[src/rtl/change_dispense_ctrl.sv]
// Change hopper sequencer: pays out an amount largest coin first, confirming each coin on the
// drop sensor and falling back to smaller coins when a hopper is empty or stalls.
module change_dispense_ctrl #(
  parameter int unsigned PULSE_CYC   = 4,
  parameter int unsigned TIMEOUT_CYC = 64
) (
  input  logic       clkm,
  input  logic       rstm,
  input  logic       start,
  input  logic [7:0] amount,
  input  logic       abort,
  input  logic       hop10_empty,
  input  logic       hop5_empty,
  input  logic       hop1_empty,
  input  logic       coin_sensor,
  output logic [2:0] hop_drive,
  output logic       busy,
  output logic       done,
  output logic       fault,
  output logic [7:0] remaining
);

  typedef enum logic [2:0] {StIdle, StSelect, StDrive, StWaitDrop, StDone, StFault} state_e;

  localparam logic [3:0] DrvLast = 4'(PULSE_CYC - 1);
  localparam logic [7:0] TmoLast = 8'(TIMEOUT_CYC - 1);

  state_e     state_q, state_d;
  logic [7:0] remaining_q, remaining_d;
  logic [2:0] failed_q, failed_d;
  logic [2:0] sel_q, sel_d;
  logic       drop_seen_q, drop_seen_d;
  logic [3:0] drv_cnt_q, drv_cnt_d;
  logic [7:0] tmo_cnt_q, tmo_cnt_d;
  logic       sens_prev_q;
  logic [2:0] hop_drive_q, hop_drive_d;
  logic       busy_q, busy_d, done_q, done_d, fault_q, fault_d;
  logic       sens_edge;
  logic [7:0] coin_val;

  assign sens_edge = coin_sensor & ~sens_prev_q;

  always_comb begin
    coin_val = 8'd0;
    case (sel_q)
      3'b100:  coin_val = 8'd10;
      3'b010:  coin_val = 8'd5;
      3'b001:  coin_val = 8'd1;
      default: coin_val = 8'd0;
    endcase
  end

  always_comb begin
    state_d     = state_q;
    remaining_d = remaining_q;
    failed_d    = failed_q;
    sel_d       = sel_q;
    drop_seen_d = drop_seen_q;
    drv_cnt_d   = drv_cnt_q;
    tmo_cnt_d   = tmo_cnt_q;

    case (state_q)
      StIdle, StFault: begin
        if (start) begin
          remaining_d = amount;
          failed_d    = 3'b000;
          state_d     = StSelect;
        end
      end
      StSelect: begin
        drop_seen_d = 1'b0;
        drv_cnt_d   = 4'd0;
        if (remaining_q == 8'd0) begin
          state_d = StDone;
        end else if (!failed_q[2] && !hop10_empty && remaining_q >= 8'd10) begin
          sel_d   = 3'b100;
          state_d = StDrive;
        end else if (!failed_q[1] && !hop5_empty && remaining_q >= 8'd5) begin
          sel_d   = 3'b010;
          state_d = StDrive;
        end else if (!failed_q[0] && !hop1_empty) begin
          sel_d   = 3'b001;
          state_d = StDrive;
        end else begin
          state_d = StFault;
        end
      end
      StDrive: begin
        if (sens_edge) drop_seen_d = 1'b1;
        if (drv_cnt_q == DrvLast) begin
          drop_seen_d = 1'b0;
          // An edge on the final drive cycle still counts; it would otherwise be lost.
          if (drop_seen_q || sens_edge) begin
            remaining_d = remaining_q - coin_val;
            state_d     = StSelect;
          end else begin
            tmo_cnt_d = 8'd0;
            state_d   = StWaitDrop;
          end
        end else begin
          drv_cnt_d = drv_cnt_q + 4'd1;
        end
      end
      StWaitDrop: begin
        if (sens_edge) begin
          remaining_d = remaining_q - coin_val;
          state_d     = StSelect;
        end else if (tmo_cnt_q == TmoLast) begin
          failed_d = failed_q | sel_q;
          state_d  = StSelect;
        end else begin
          tmo_cnt_d = tmo_cnt_q + 8'd1;
        end
      end
      StDone:  state_d = StIdle;
      default: state_d = StIdle;
    endcase

    if (abort && state_q != StIdle) begin
      state_d     = StIdle;
      remaining_d = remaining_q;
      drop_seen_d = 1'b0;
    end

    hop_drive_d = (state_d == StDrive) ? sel_d : 3'b000;
    busy_d      = (state_d != StIdle);
    done_d      = (state_d == StDone);
    fault_d     = (state_d == StFault);
  end

  always_ff @(posedge clkm) begin
    if (rstm) begin
      state_q     <= StIdle;
      remaining_q <= 8'd0;
      failed_q    <= 3'b000;
      sel_q       <= 3'b000;
      drop_seen_q <= 1'b0;
      drv_cnt_q   <= 4'd0;
      tmo_cnt_q   <= 8'd0;
      sens_prev_q <= 1'b0;
      hop_drive_q <= 3'b000;
      busy_q      <= 1'b0;
      done_q      <= 1'b0;
      fault_q     <= 1'b0;
    end else begin
      state_q     <= state_d;
      remaining_q <= remaining_d;
      failed_q    <= failed_d;
      sel_q       <= sel_d;
      drop_seen_q <= drop_seen_d;
      drv_cnt_q   <= drv_cnt_d;
      tmo_cnt_q   <= tmo_cnt_d;
      sens_prev_q <= coin_sensor;
      hop_drive_q <= hop_drive_d;
      busy_q      <= busy_d;
      done_q      <= done_d;
      fault_q     <= fault_d;
    end
  end

  assign hop_drive = hop_drive_q;
  assign busy      = busy_q;
  assign done      = done_q;
  assign fault     = fault_q;
  assign remaining = remaining_q;

endmodule

[config.mk]
export PLATFORM = sky130hd
export DESIGN_NAME = change_dispense_ctrl
export DESIGN_NICKNAME = d
export VERILOG_FILES = /design/src/rtl/change_dispense_ctrl.sv
export SDC_FILE = /design/constraint.sdc
export NUM_CORES = 1
export LEC_CHECK = 0
export BUFFER_PORTS_ARGS = -buffer_cell sky130_fd_sc_hd__buf_2
export CAP_MARGIN = 25
export CORE_AREA = 2 2 78 80
export CTS_CLUSTER_DIAMETER = 50
export DETAILED_ROUTE_END_ITERATION = 7
export DIE_AREA = 0 0 80 82
export GPL_ROUTABILITY_DRIVEN = 0
export SLEW_MARGIN = 20
export SYNTH_ARGS = -nofsm -noshare
export SYNTH_HDL_FRONTEND = slang
export SYNTH_SLANG_ARGS = --single-unit
[constraint.sdc]
create_clock -name clkm -period 2.6 [get_ports clkm]
set_input_delay 0.26 -clock clkm [delete_from_list [all_inputs] [get_ports clkm]]
set_output_delay 0.26 -clock clkm [all_outputs]
set_load 0.01 [all_outputs]
==> impl_metrics.csv <==
group,metric,value,unit
sta,min_period,2190,ps
clock_network,clockRootBuffer,"clkbuf_8",
place,dp.final_hpwl,3900,um
hold_path,hp-class,"input pin to register",
worst_setup_path,r2r_end,"remaining[4]$_SDFFE_PP0P_",
sta,fin_crit_sh,0.842,
worst_setup_path,criticalPathCategory,"register to register",
synth,ys.warnings.count,0,
power,power.density,738,nW/um^2
sta,tightest_slew,650,ps
layout,regArea,741,um^2
grt,gr-usage-all-layers,0.175,
clock_network,cts_buffer_depth,2,
synth,synth_top_area_frac,0.331,
layout,multiInputGateArea,1410,um^2
synth,syn_area,2240,um^2
route,postRouteAntennaNets,0,
job,max-cap-violations,0,
floorplan,fp.dieArea,6560,um^2
clock_network,hold_buffers,0,
worst_setup_path,start_kind,"register",
sta,rsz0062_at_grt,"no",
outcome,outcome,"completed",
worst_setup_path,r2r-start,"sel_q[1]$_SDFF_PP0_",
hold_path,hold_path_depth,2,
layout,fillCellCount,596,
route,dr_total_vias,2105,
worst_setup_path,end_kind,"register",
synth,yosys.cell_types.count,61,
synth,synthesis.nets,302,
route,via_per_inst,5.45,
place,portBuffers,29,
route,drt_wl_total,5420,um
synth,synth-seq-cells,37,
floorplan,start_util,0.390,
worst_setup_path,critPathRequiredTime,2820,ps
worst_setup_path,crit_fanout,4,
route,dr.pass1.iters,5,
layout,area_growth,16.0,%
clock_network,post-cts-setup-buffers,0,
hold_path,hold_end,"sens_prev_q$_SDFF_PP0_",
synth,synth_top_area_cell,"dfxtp_1",
route,drc,0,
power,vdd.ir_drop.worst,0.000384,V
clock_network,cts.sink_count,37,
clock_network,cts_max_level,2,
clock_network,clock_latency,290,ps
sta,hold_violations,0,
floorplan,fp.dieW,80,um
synth,synth_edf_count,0,
worst_setup_path,crit_arrival,2410,ps
clock_network,cts_buffers,5,
route,avgRoutedWirePerCell,14.0,um
worst_setup_path,crit_family,"simple AND/OR/NAND/NOR gates",
synth,syn_area_per_cell,8.03,um^2
worst_setup_path,crit_buf_inv,1,
power,p_leak,1.02,nW
sta,tns,0,ps
sta,timing.fmax,457,MHz
floorplan,num_io_pins,30,
layout,layout.nets,333,
grt,grt_pass1_vias,1886,
synth,synth_area_leaders,"dfxtp_1 (33%), nor2_1 (6.5%), o21ai_0 (4.7%)",
synth,ys_seq_area_frac,0.331,
layout,antenna_cells,0,
sta,drv_slew,0,
sta,finClkSkew,3.97,ps
synth,synth_ff_type,"dfxtp_1",
sta,maxSlewHeadroom,0.567,
route,drt_iter0_drc,105,
floorplan,die_y,82,um
clock_network,cts_tree,"done",
worst_setup_path,rrSetupSlack,410,ps
clock_network,cts_resized,0,
worst_setup_path,max_stage_delay,390,ps
grt,antenna_found_initial,0,
floorplan,fp-row-count,28,
sta,whs,214,ps
grt,grt_pass1_wl,9000,um
grt,grt_overflow,0,
worst_setup_path,crit_top_cell,"o21ai_0",
layout,drive_gt1_frac,0.206,
sta,setup_violations,0,
synth,async_flop_share,0,
hold_path,min_from,"coin_sensor",
grt,grt_max_degree,26,
worst_setup_path,worstRegToRegCells,8,
clock_network,path_clk_slew,80,ps
synth,synthCells,279,
worst_setup_path,critPathSlowestCell,"dfxtp_1",
floorplan,core_area,5750,um^2
worst_setup_path,crit_chain,"inv_1 > or3_1 > ha_1 > nor2b_1 > o21ai_0 > nor4b_1 > o21ai_0 > a21oi_1",
[cell usage in the layout, fill, tap and decap left out, types with 5 or more instances in the layout]
| cell type | instances |
|---|---|
| dfxtp_1 | 37 |
| inv_1 | 9 |
| a21oi_1 | 17 |
| nand2_1 | 16 |
| buf_4 | 8 |
| clkbuf_8 | 6 |
| or2_2 | 5 |
| nand4_1 | 6 |
| nor3_1 | 9 |
| o21a_1 | 6 |
| nand3_1 | 7 |
| nor2_1 | 39 |
| ha_1 | 6 |
| nand2b_1 | 5 |
| o21ai_0 | 21 |
| a211oi_1 | 7 |
| buf_2 | 29 |
| nor2b_1 | 10 |
[worst register-to-register path, cell delays in order, from the launching register on]
cell and delay [ps]:
dfxtp_1 390, inv_1 70, or3_1 370, ha_1 320, nor2b_1 150, o21ai_0 310
nor4b_1 260, o21ai_0 110, a21oi_1 140
[worst max-delay path by stage]
stage,slack [ps],from,depth (start not counted),to
global placement,470,sel_q[1]$_SDFF_PP0_,8,remaining[4]$_SDFFE_PP0P_
detailed placement,440,sel_q[1]$_SDFF_PP0_,8,remaining[4]$_SDFFE_PP0P_
CTS,400,sel_q[1]$_SDFF_PP0_,8,remaining[4]$_SDFFE_PP0P_
global route,160,sel_q[1]$_SDFF_PP0_,8,remaining[4]$_SDFFE_PP0P_
floorplan,520,remaining[4]$_SDFFE_PP0P_,6,busy$_SDFF_PP0_
finish,410,sel_q[1]$_SDFF_PP0_,8,remaining[4]$_SDFFE_PP0P_
[metrics by stage]
stage          cell area (um^2)  total power [mW]  std cells  worst slack (ps)   util
2_1_floorplan              2240              1.20        279               516      -
5_1_grt                    2600              2.04        386               163  0.452
3_3_place_gp               2480              1.40        378               465  0.432
3_5_place_dp               2480              1.40        378               438  0.432
4_1_cts                    2600              1.93        386               404  0.452
6_report                   2600              1.92        386               410  0.452
[final cells by class]
class	count	share of cell area
clock buffer	7	0.0332
multi-input combinational	220	0.542
sequential	37	0.285
tap	75	0.0361
inverter	9	0.0130
clock inverter	1	0.0116
timing repair buffer	37	0.0790
[cells by family after synthesis]
logic type | synth area share
simple gates | 0.280
compound gates | 0.274
flops | 0.331
buf+inv | 0.0402
xor+xnor | 0.0274
fa+ha+maj | 0.0425
mux | 0.00503
[routing by layer]
metal / vias to the layer above / routed length (um) / part of all wire / track usage
met3: 9 / 180 / 0.033 / 0.0286
li1: 1082 / - / - / -
met2: 38 / 2430 / 0.45 / 0.271
met1: 976 / 2720 / 0.50 / 0.245
met4: 0 / 86 / 0.016 / 0.0661
met5: - / 0 / 0 / 0
[where the power goes]
| part | switching, mW | internal (mW) |
|---|---|---|
| clock network | 0.212 | 0.313 |
| registers | 0.0906 | 0.620 |
| logic | 0.390 | 0.293 |
| total | 0.693 | 1.23 |
[Yosys cell counts, drive strengths merged, types with 4 or more instances]
cell type and instances:
a211oi 8, a21oi 18, clkbuf 12, dfxtp 37, ha 6, inv 9
nand2 16, nand2b 5, nand3 7, nand4 6, nor2 39, nor2b 10
nor3 9, nor3b 4, nor4 4, o21a 6, o21ai 22, or2 5
or4 4, xnor2 4
[state kept, by name (all words and copies together) (netlist names)]
name         flops
busy             1
done             1
drop_seen_q      1
drv_cnt_q        4
failed_q         3
fault            1
hop_drive        3
remaining        8
sel_q            3
sens_prev_q      1
state_q          3
tmo_cnt_q        8
No activity file was read; power rests on OpenSTA's default activity.
